[src/rtl/level_flow_ctrl.sv]
// level_flow_ctrl: frame-aligned level/game progress controller for the black-screen overlay.
// Ports: clk, reset (async, active high), startOfFrame/birdLanded/pigHit/restart pulses,
// skipLevel (only with LEVEL_SKIP_EN), levelChange/GAMEOVER/gameWon flags,
// level, birdsLeft, pigsLeft counts. Optional feature macro: LEVEL_SKIP_EN.
module level_flow_ctrl #(
    parameter int NUM_LEVELS      = 3,
    parameter int BIRDS_PER_LEVEL = 3,
    parameter int PIGS_PER_LEVEL  = 2,
    parameter int SETTLE_FRAMES   = 30
) (
    input  logic       clk,
    input  logic       reset,
    input  logic       startOfFrame,
    input  logic       birdLanded,
    input  logic       pigHit,
    input  logic       restart,
`ifdef LEVEL_SKIP_EN
    input  logic       skipLevel,
`endif
    output logic       levelChange,
    output logic       GAMEOVER,
    output logic       gameWon,
    output logic [1:0] level,
    output logic [2:0] birdsLeft,
    output logic [2:0] pigsLeft
);
    localparam int CW = SETTLE_FRAMES > 0 ? $clog2(SETTLE_FRAMES + 1) : 1;
    localparam logic [1:0]    LAST   = 2'(NUM_LEVELS - 1);
    localparam logic [2:0]    BIRDS  = 3'(BIRDS_PER_LEVEL);
    localparam logic [2:0]    PIGS   = 3'(PIGS_PER_LEVEL);
    localparam logic [CW-1:0] SETTLE_C = CW'(SETTLE_FRAMES);

    typedef enum logic [2:0] {PLAY, SETTLE, CHANGE, OVER, WON} state_t;

    state_t        state_q, state_d;
    logic [1:0]    level_q, level_d;
    logic [2:0]    birds_q, birds_d, pigs_q, pigs_d;
    logic [CW-1:0] cnt_q, cnt_d;
    logic          lc_q, lc_d, go_q, go_d, won_q, won_d;

    always_ff @(posedge clk or posedge reset) begin
        if (reset) begin
            state_q <= PLAY;
            level_q <= '0;
            birds_q <= BIRDS;
            pigs_q  <= PIGS;
            cnt_q   <= '0;
            lc_q    <= 1'b0;
            go_q    <= 1'b0;
            won_q   <= 1'b0;
        end else begin
            state_q <= state_d;
            level_q <= level_d;
            birds_q <= birds_d;
            pigs_q  <= pigs_d;
            cnt_q   <= cnt_d;
            lc_q    <= lc_d;
            go_q    <= go_d;
            won_q   <= won_d;
        end
    end

    always_comb begin
        state_d = state_q;
        level_d = level_q;
        birds_d = birds_q;
        pigs_d  = pigs_q;
        cnt_d   = cnt_q;
        lc_d    = lc_q;
        go_d    = go_q;
        won_d   = won_q;
        if (restart) begin
            state_d = PLAY;
            level_d = '0;
            birds_d = BIRDS;
            pigs_d  = PIGS;
            cnt_d   = '0;
            lc_d    = 1'b0;
            go_d    = 1'b0;
            won_d   = 1'b0;
        end else begin
            case (state_q)
                PLAY: begin
                    birds_d = (birdLanded && birds_q != '0) ? birds_q - 3'd1 : birds_q;
                    pigs_d  = (pigHit && pigs_q != '0) ? pigs_q - 3'd1 : pigs_q;
`ifdef LEVEL_SKIP_EN
                    pigs_d  = skipLevel ? '0 : pigs_d;
`endif
                    // decisions use the registered counts, so a pig reaching 0 wins over a bird reaching 0
                    if (pigs_q == '0) begin
                        state_d = SETTLE;
                        cnt_d   = SETTLE_C;
                    end else if (birds_q == '0) begin
                        state_d = OVER;
                        go_d    = 1'b1;
                    end
                end
                SETTLE: begin
                    if (startOfFrame) begin
                        if (cnt_q != '0) begin
                            cnt_d = cnt_q - 1'b1;
                        end else if (level_q < LAST) begin
                            state_d = CHANGE;
                            lc_d    = 1'b1;
                        end else begin
                            state_d = WON;
                            won_d   = 1'b1;
                        end
                    end
                end
                CHANGE: begin
                    if (startOfFrame) begin
                        state_d = PLAY;
                        lc_d    = 1'b0;
                        level_d = level_q + 2'd1;
                        birds_d = BIRDS;
                        pigs_d  = PIGS;
                    end
                end
                default: ;
            endcase
        end
    end

    assign levelChange = lc_q;
    assign GAMEOVER    = go_q;
    assign gameWon     = won_q;
    assign level       = level_q;
    assign birdsLeft   = birds_q;
    assign pigsLeft    = pigs_q;
endmodule

[config.mk]
export PLATFORM = sky130hd
export DESIGN_NAME = level_flow_ctrl
export DESIGN_NICKNAME = d
export VERILOG_FILES = /design/src/rtl/level_flow_ctrl.sv
export SDC_FILE = /design/constraint.sdc
export NUM_CORES = 1
export LEC_CHECK = 0
export CORE_MARGIN = 1
export CORE_UTILIZATION = 53
export DETAILED_ROUTE_END_ITERATION = 6
export GPL_ROUTABILITY_DRIVEN = 0
export PLACE_DENSITY = 0.83
export SLEW_MARGIN = 25
export SYNTH_ARGS = -nofsm -noshare
export SYNTH_HDL_FRONTEND = slang
export SYNTH_SLANG_ARGS = --single-unit
[constraint.sdc]
create_clock -name clk -period 2.1 [get_ports clk]
set_input_delay 0.525 -clock clk [delete_from_list [all_inputs] [get_ports clk]]
set_output_delay 0.525 -clock clk [all_outputs]
set_load 0.02 [all_outputs]
==> flow_summary.toml, run 1 <==
[synthesis]
synth-async-reset-ratio_pct = 100
synth-seq-area-share_pct = 40.5
avgSynthCellArea_um2 = 9.18
syn_area_um2 = 1180
ys_top_cells_by_count = "dfrtp_1, nor2_1, a21oi_1"
synth_seq_cells = 19
syn_nets = 140
yosysWarningCount = 0
synthFlopType = "dfrtp_1"
synth_top_area_cell = "dfrtp_1"
synth.area.top_cells = "dfrtp_1, dfstp_2, a21oi_1, ha_1, nor2_1"
synth_edf_count = 0
synth_top_area_share_pct = 33.8
yosysMostFrequentCell = "dfrtp_1"
synthCells = 129
ys_types = 43

[cts]
clock-sinks = 19
ctsRootBufferMaster = "clkbuf_4"
cts_setup_buffers = 0
cts_max_level = 1
clk_path_buf_depth = 2
clk_pin_slew_ns = 0.11
cts_buffers = 3
cts_resized = 0
cts_tree = "yes"
clock_latency_ns = 0.31
cts_hold_buf = 0

[run]
cap_viol_max_count = 0

[die]
die-area_um2 = 2430
pin_count = 17
die_h_um = 49.3
rows = 16
core_area_um2 = 2020
initial_core_util_pct = 58.5
fp.dieW_um = 49.3

[sta]
rsz0062_at_grt = "no"
tightest_slew_ns = 0.455
period_share_pct = 95.4
hold_viol_final = 0
min_period_ns = 2.00
fin_ws_ns = 0.0960
setup_tns_ns = 0
slew_headroom_pct = 69.7
skew_ns = 0.00420
max_freq_ghz = 0.499
slew_viol_final = 0
setup_viol = 0

[global_route]
grt_pass1_wl_um = 4220
grt_antenna_before_repair = 0
grt_max_degree = 20
gr-total-overflow = 0
grt_usage_pct = 22.9
grt_pass1_vias = 955

[route]
wl_per_cell_um = 14.2
routed.top_layer = "met4"
m1WireLength_um = 1200
vias = 998
remaining_drc_errors = 0
detail-route-antenna-nets = 0
dr.pass1.iters = 4
wl_met2_um = 1140
wirelength_um = 2460
wl_met3_um = 77
via_per_inst = 5.77
drtIter0Drc = 39

[placement]
dp_hpwl_um = 1790
placed_area_um2 = 1370
placed_cells = 169
io_buffers = 16
dpl_worst_slack_ns = 0.130

[worst_setup_path]
worstPathRequired_ns = 1.57
critPathMaxFanout = 4
crit_chain = "clkdlybuf4s50_1"
slowest_delay_ns = 0.60
end_kind = "output port"
cp_slowest_cell = "clkdlybuf4s50_1"
worstSetupStartpointType = "register"
cp_num_buf_inv = 1
worstSetupPathType = "register to output port"
path_delay_family = "buffers and inverters"
arrival_ns = 1.48

[status]
run_status = "finished clean"

[power]
p_per_area_nw_per_um2 = 1270
p_leak_nw = 0.623
vdd_drop_max_v = 0.000865

[finish]
drive_gt1_share_pct = 11.0
multi_input_area_um2 = 633
nets = 158
num-fill-cells = 158
utilization_pct = 69.1
num_antenna_cells = 0
design_area_um2 = 1400
stdcell_count = 173
seqCellArea_um2 = 479
syn2layout_area_growth_pct = 18.0

[hold_path]
min_path_type = "input port to async pin"
layout by cell type, fill, tap and decap left out, types with 2 or more instances in the layout:
master           Yosys  layout
nor3_2               2       2
or2_1                3       3
ha_1                 5       5
dfstp_2              3       3
inv_1               11      11
a21oi_1             14      14
o21ai_1              4       4
buf_4                1       3
o31ai_1              2       2
nand2_1              4       4
nand4_1              2       2
a31oi_1              3       3
nor2_1              15      15
dfrtp_1             16      16
clkdlybuf4s50_1      0      16
clkbuf_4             0       3
nand2b_1             5       5
a311oi_1             3       3
and4_1               3       3
o21a_1               2       2
nor3_1               2       2
nor2b_1              3       3
state kept, by name (all words and copies together) (netlist names):
register	count
level	2
GAMEOVER	1
gameWon	1
levelChange	1
state_q	3
cnt_q	5
birdsLeft	3
pigsLeft	3
through the flow:
step	power [W]	hold slack, ns
6_report	0.00177	0.517
5_1_grt	0.00191	0.529
4_1_cts	0.00177	0.519
3_5_place_dp	0.00158	0.496
3_3_place_gp	0.00155	0.482
2_1_floorplan	0.00134	0.474
logic make-up after synthesis:
group                      count (synthesis)  share of synthesized area, %
adders and majority gates                  5                          5.29
xor gates and xnor gates                   2                          1.48
DFF                                       19                          40.5
muxes                                      1                         0.846
and+or+nand+nor                           47                          24.3
buffers and inverters                     17                          6.03
AOI/OAI and AO/OA                         38                          21.6
layout make-up:
class	count	share of cell area (%)
flip-flops and latches	19	34.3
inverters	11	2.96
multi-input cells	93	45.3
repair buffers	19	13.1
well taps	27	2.42
clock buffers	4	1.88
final timing paths:
path | slack (ns) | endpoint | depth (start not counted) | from
worst min-delay path | 0.52 | levelChange | 3 | reset
worst max register to register | 0.37 | birdsLeft[2] | 6 | birdsLeft[0]
min in group clk | 0.52 | GAMEOVER | 2 | GAMEOVER
worst max-delay path | 0.1 | birdsLeft[0] | 1 | birdsLeft[0]
worst min register to register | 0.52 | GAMEOVER | 2 | GAMEOVER
max in group asynchronous | 1.32 | birdsLeft[0] | 3 | reset
per-layer routing:
layer | vias to the layer above | track usage, %
met4 | 0 | 10.3
met2 | 21 | 37.2
met1 | 479 | 30.9
met3 | 5 | 1.87
met5 | - | 0
li1 | 493 | -
power by group:
part	switching (W)	internal (W)	total (W)	leakage, nW
sequential	0.000157	0.000481	0.000638	0.251
clock	0.000115	0.0000742	0.000189	0.0150
combinational	0.000507	0.000437	0.000944	0.357
(Power assumes the default switching activity.)
==> run 2, diff against run 1 <==
--- a/config.mk
+++ b/config.mk
@@ -5,6 +5,7 @@
 export SDC_FILE = /design/constraint.sdc
 export NUM_CORES = 1
 export LEC_CHECK = 0
+export ABC_CLOCK_PERIOD_IN_PS = 2100
 export CORE_MARGIN = 1
 export CORE_UTILIZATION = 53
 export DETAILED_ROUTE_END_ITERATION = 6
==> results of run 2 <==
Same layout as run 1: the final DEF is identical, and so are final timing and power.
==> run 3, diff against run 2 <==
==> constraint.sdc (replaced) <==
create_clock -name clk -period 2.1 [get_ports clk]
set_input_delay 0.315 -clock clk [delete_from_list [all_inputs] [get_ports clk]]
set_output_delay 0.315 -clock clk [all_outputs]
set_load 0.02 [all_outputs]
==> flow_summary.toml, run 3 (synthesized netlist as in run 1, its figures left out) <==
[run]
cap_viol_max_count = 0

[route]
routed.top_layer = "met4"
remaining_drc_errors = 0
wl_met2_um = 1080
drtIter0Drc = 22
via_per_inst = 5.81
m1WireLength_um = 1160
dr.pass1.iters = 4
wirelength_um = 2350
wl_per_cell_um = 13.7
vias = 1000
detail-route-antenna-nets = 0
wl_met3_um = 82

[placement]
io_buffers = 16
dpl_worst_slack_ns = 0.328
dp_hpwl_um = 1770

[die]
initial_core_util_pct = 58.5
fp.dieW_um = 49.3
pin_count = 17
core_area_um2 = 2020
rows = 16
die_h_um = 49.3
die-area_um2 = 2430

[finish]
largest_register_ffs = 5
drive_gt1_share_pct = 11.0
num_antenna_cells = 0
layout_common_cells = "dfrtp_1, clkdlybuf4s50_1, nor2_1"
regMostFlops = "cnt_q"
num-fill-cells = 167
syn2layout_area_growth_pct = 17.4
nets = 157

[sta]
slew_headroom_pct = 52.7
setup_viol = 0
slew_viol_final = 0
min_period_ns = 1.78
skew_ns = 0.00140
period_share_pct = 84.9
hold_viol_final = 0
setup_tns_ns = 0
max_freq_ghz = 0.561
fin_ws_ns = 0.318
rsz0062_at_grt = "no"
tightest_slew_ns = 0.709

[power]
p_leak_nw = 0.621
pwr-share-clk_pct = 10.4
power.total_w = 0.00176
swShare_pct = 43.8
vdd_drop_max_v = 0.000649
seqPwrFrac_pct = 36.2
internal-power_w = 0.000987
p_per_area_nw_per_um2 = 1260
switchingPower_w = 0.000768
pwr-share-comb_pct = 53.4

[worst_setup_path]
worstPathRequired_ns = 1.78
cp_num_buf_inv = 1
crit_cells = 1
arrival_ns = 1.47
worstSetupStartpointType = "register"
worstSetupPathType = "register to output port"
path_delay_family = "buffers and inverters"
crit_chain = "clkdlybuf4s50_1"
slowest_delay_ns = 0.60
end_kind = "output port"
cp_slowest_cell = "clkdlybuf4s50_1"
critPathMaxFanout = 4
reg2regPathDepth = 6

[cts]
clock_latency_ns = 0.30
cts_hold_buf = 0
cts_max_level = 1
clk_pin_slew_ns = 0.10
clk_path_buf_depth = 2
clock-sinks = 19
cts_setup_buffers = 0
cts_tree = "yes"
cts_resized = 0
cts_buffers = 3
ctsRootBufferMaster = "clkbuf_4"

[global_route]
grt_pass1_vias = 948
grt_usage_pct = 22.1
grt_antenna_before_repair = 0
grt_max_degree = 20
grt_pass1_wl_um = 4160
gr-total-overflow = 0

[status]
run_status = "finished clean"

[hold_path]
min_path_type = "input port to async pin"
[run 3: metrics by stage]
step / cells / area (µm²) / utilization (%) / hold slack (ns)
final: 172 / 1390 / 68.8 / 0.415
after global routing: 172 / 1390 / 68.8 / 0.508
after CTS: 172 / 1390 / 68.8 / 0.445
after detailed placement: 168 / 1360 / 67.4 / 0.505
after global placement: 168 / 1360 / 67.4 / 0.482
after floorplan: 129 / 1180 / - / 0.264
[run 3: final timing paths]
check                        startpoint            to  slack [ns]
hold reg to reg                GAMEOVER      GAMEOVER        0.52
setup reg to reg           birdsLeft[0]  birdsLeft[2]        0.37
setup / recovery           birdsLeft[0]  birdsLeft[0]        0.32
min in group clk               GAMEOVER      GAMEOVER        0.52
max in group asynchronous         reset      level[1]        1.24
hold / removal                    reset   levelChange        0.41
[run 3: power groups by stage]
stage	Clock, W	Sequential (W)	Combinational, W
floorplan	0	0.000638	0.000697
global placement	0	0.000635	0.000914
detailed placement	0	0.000638	0.000936
CTS	0.000188	0.000632	0.000940
global route	0.000205	0.000654	0.00105
finish	0.000183	0.000636	0.000937
[run 3: area by class of cell]
type                            instances  area [µm²]  area share, %
Sequential cell                        19         479           34.5
Multi-Input combinational cell         93         633           45.5
Timing Repair Buffer                   18         175           12.6
Clock inverter                          1        5.00          0.360
Inverter                               11        41.3           2.97
Tap cell                               27        33.8           2.43
Clock buffer                            3        22.5           1.62
[run 3: layer usage]
metal  vias up  global-route usage [%]
met4         0                    5.88
met1       476                    30.7
met5         -                       0
met3         5                    1.87
li1        496                       -
met2        23                    36.8
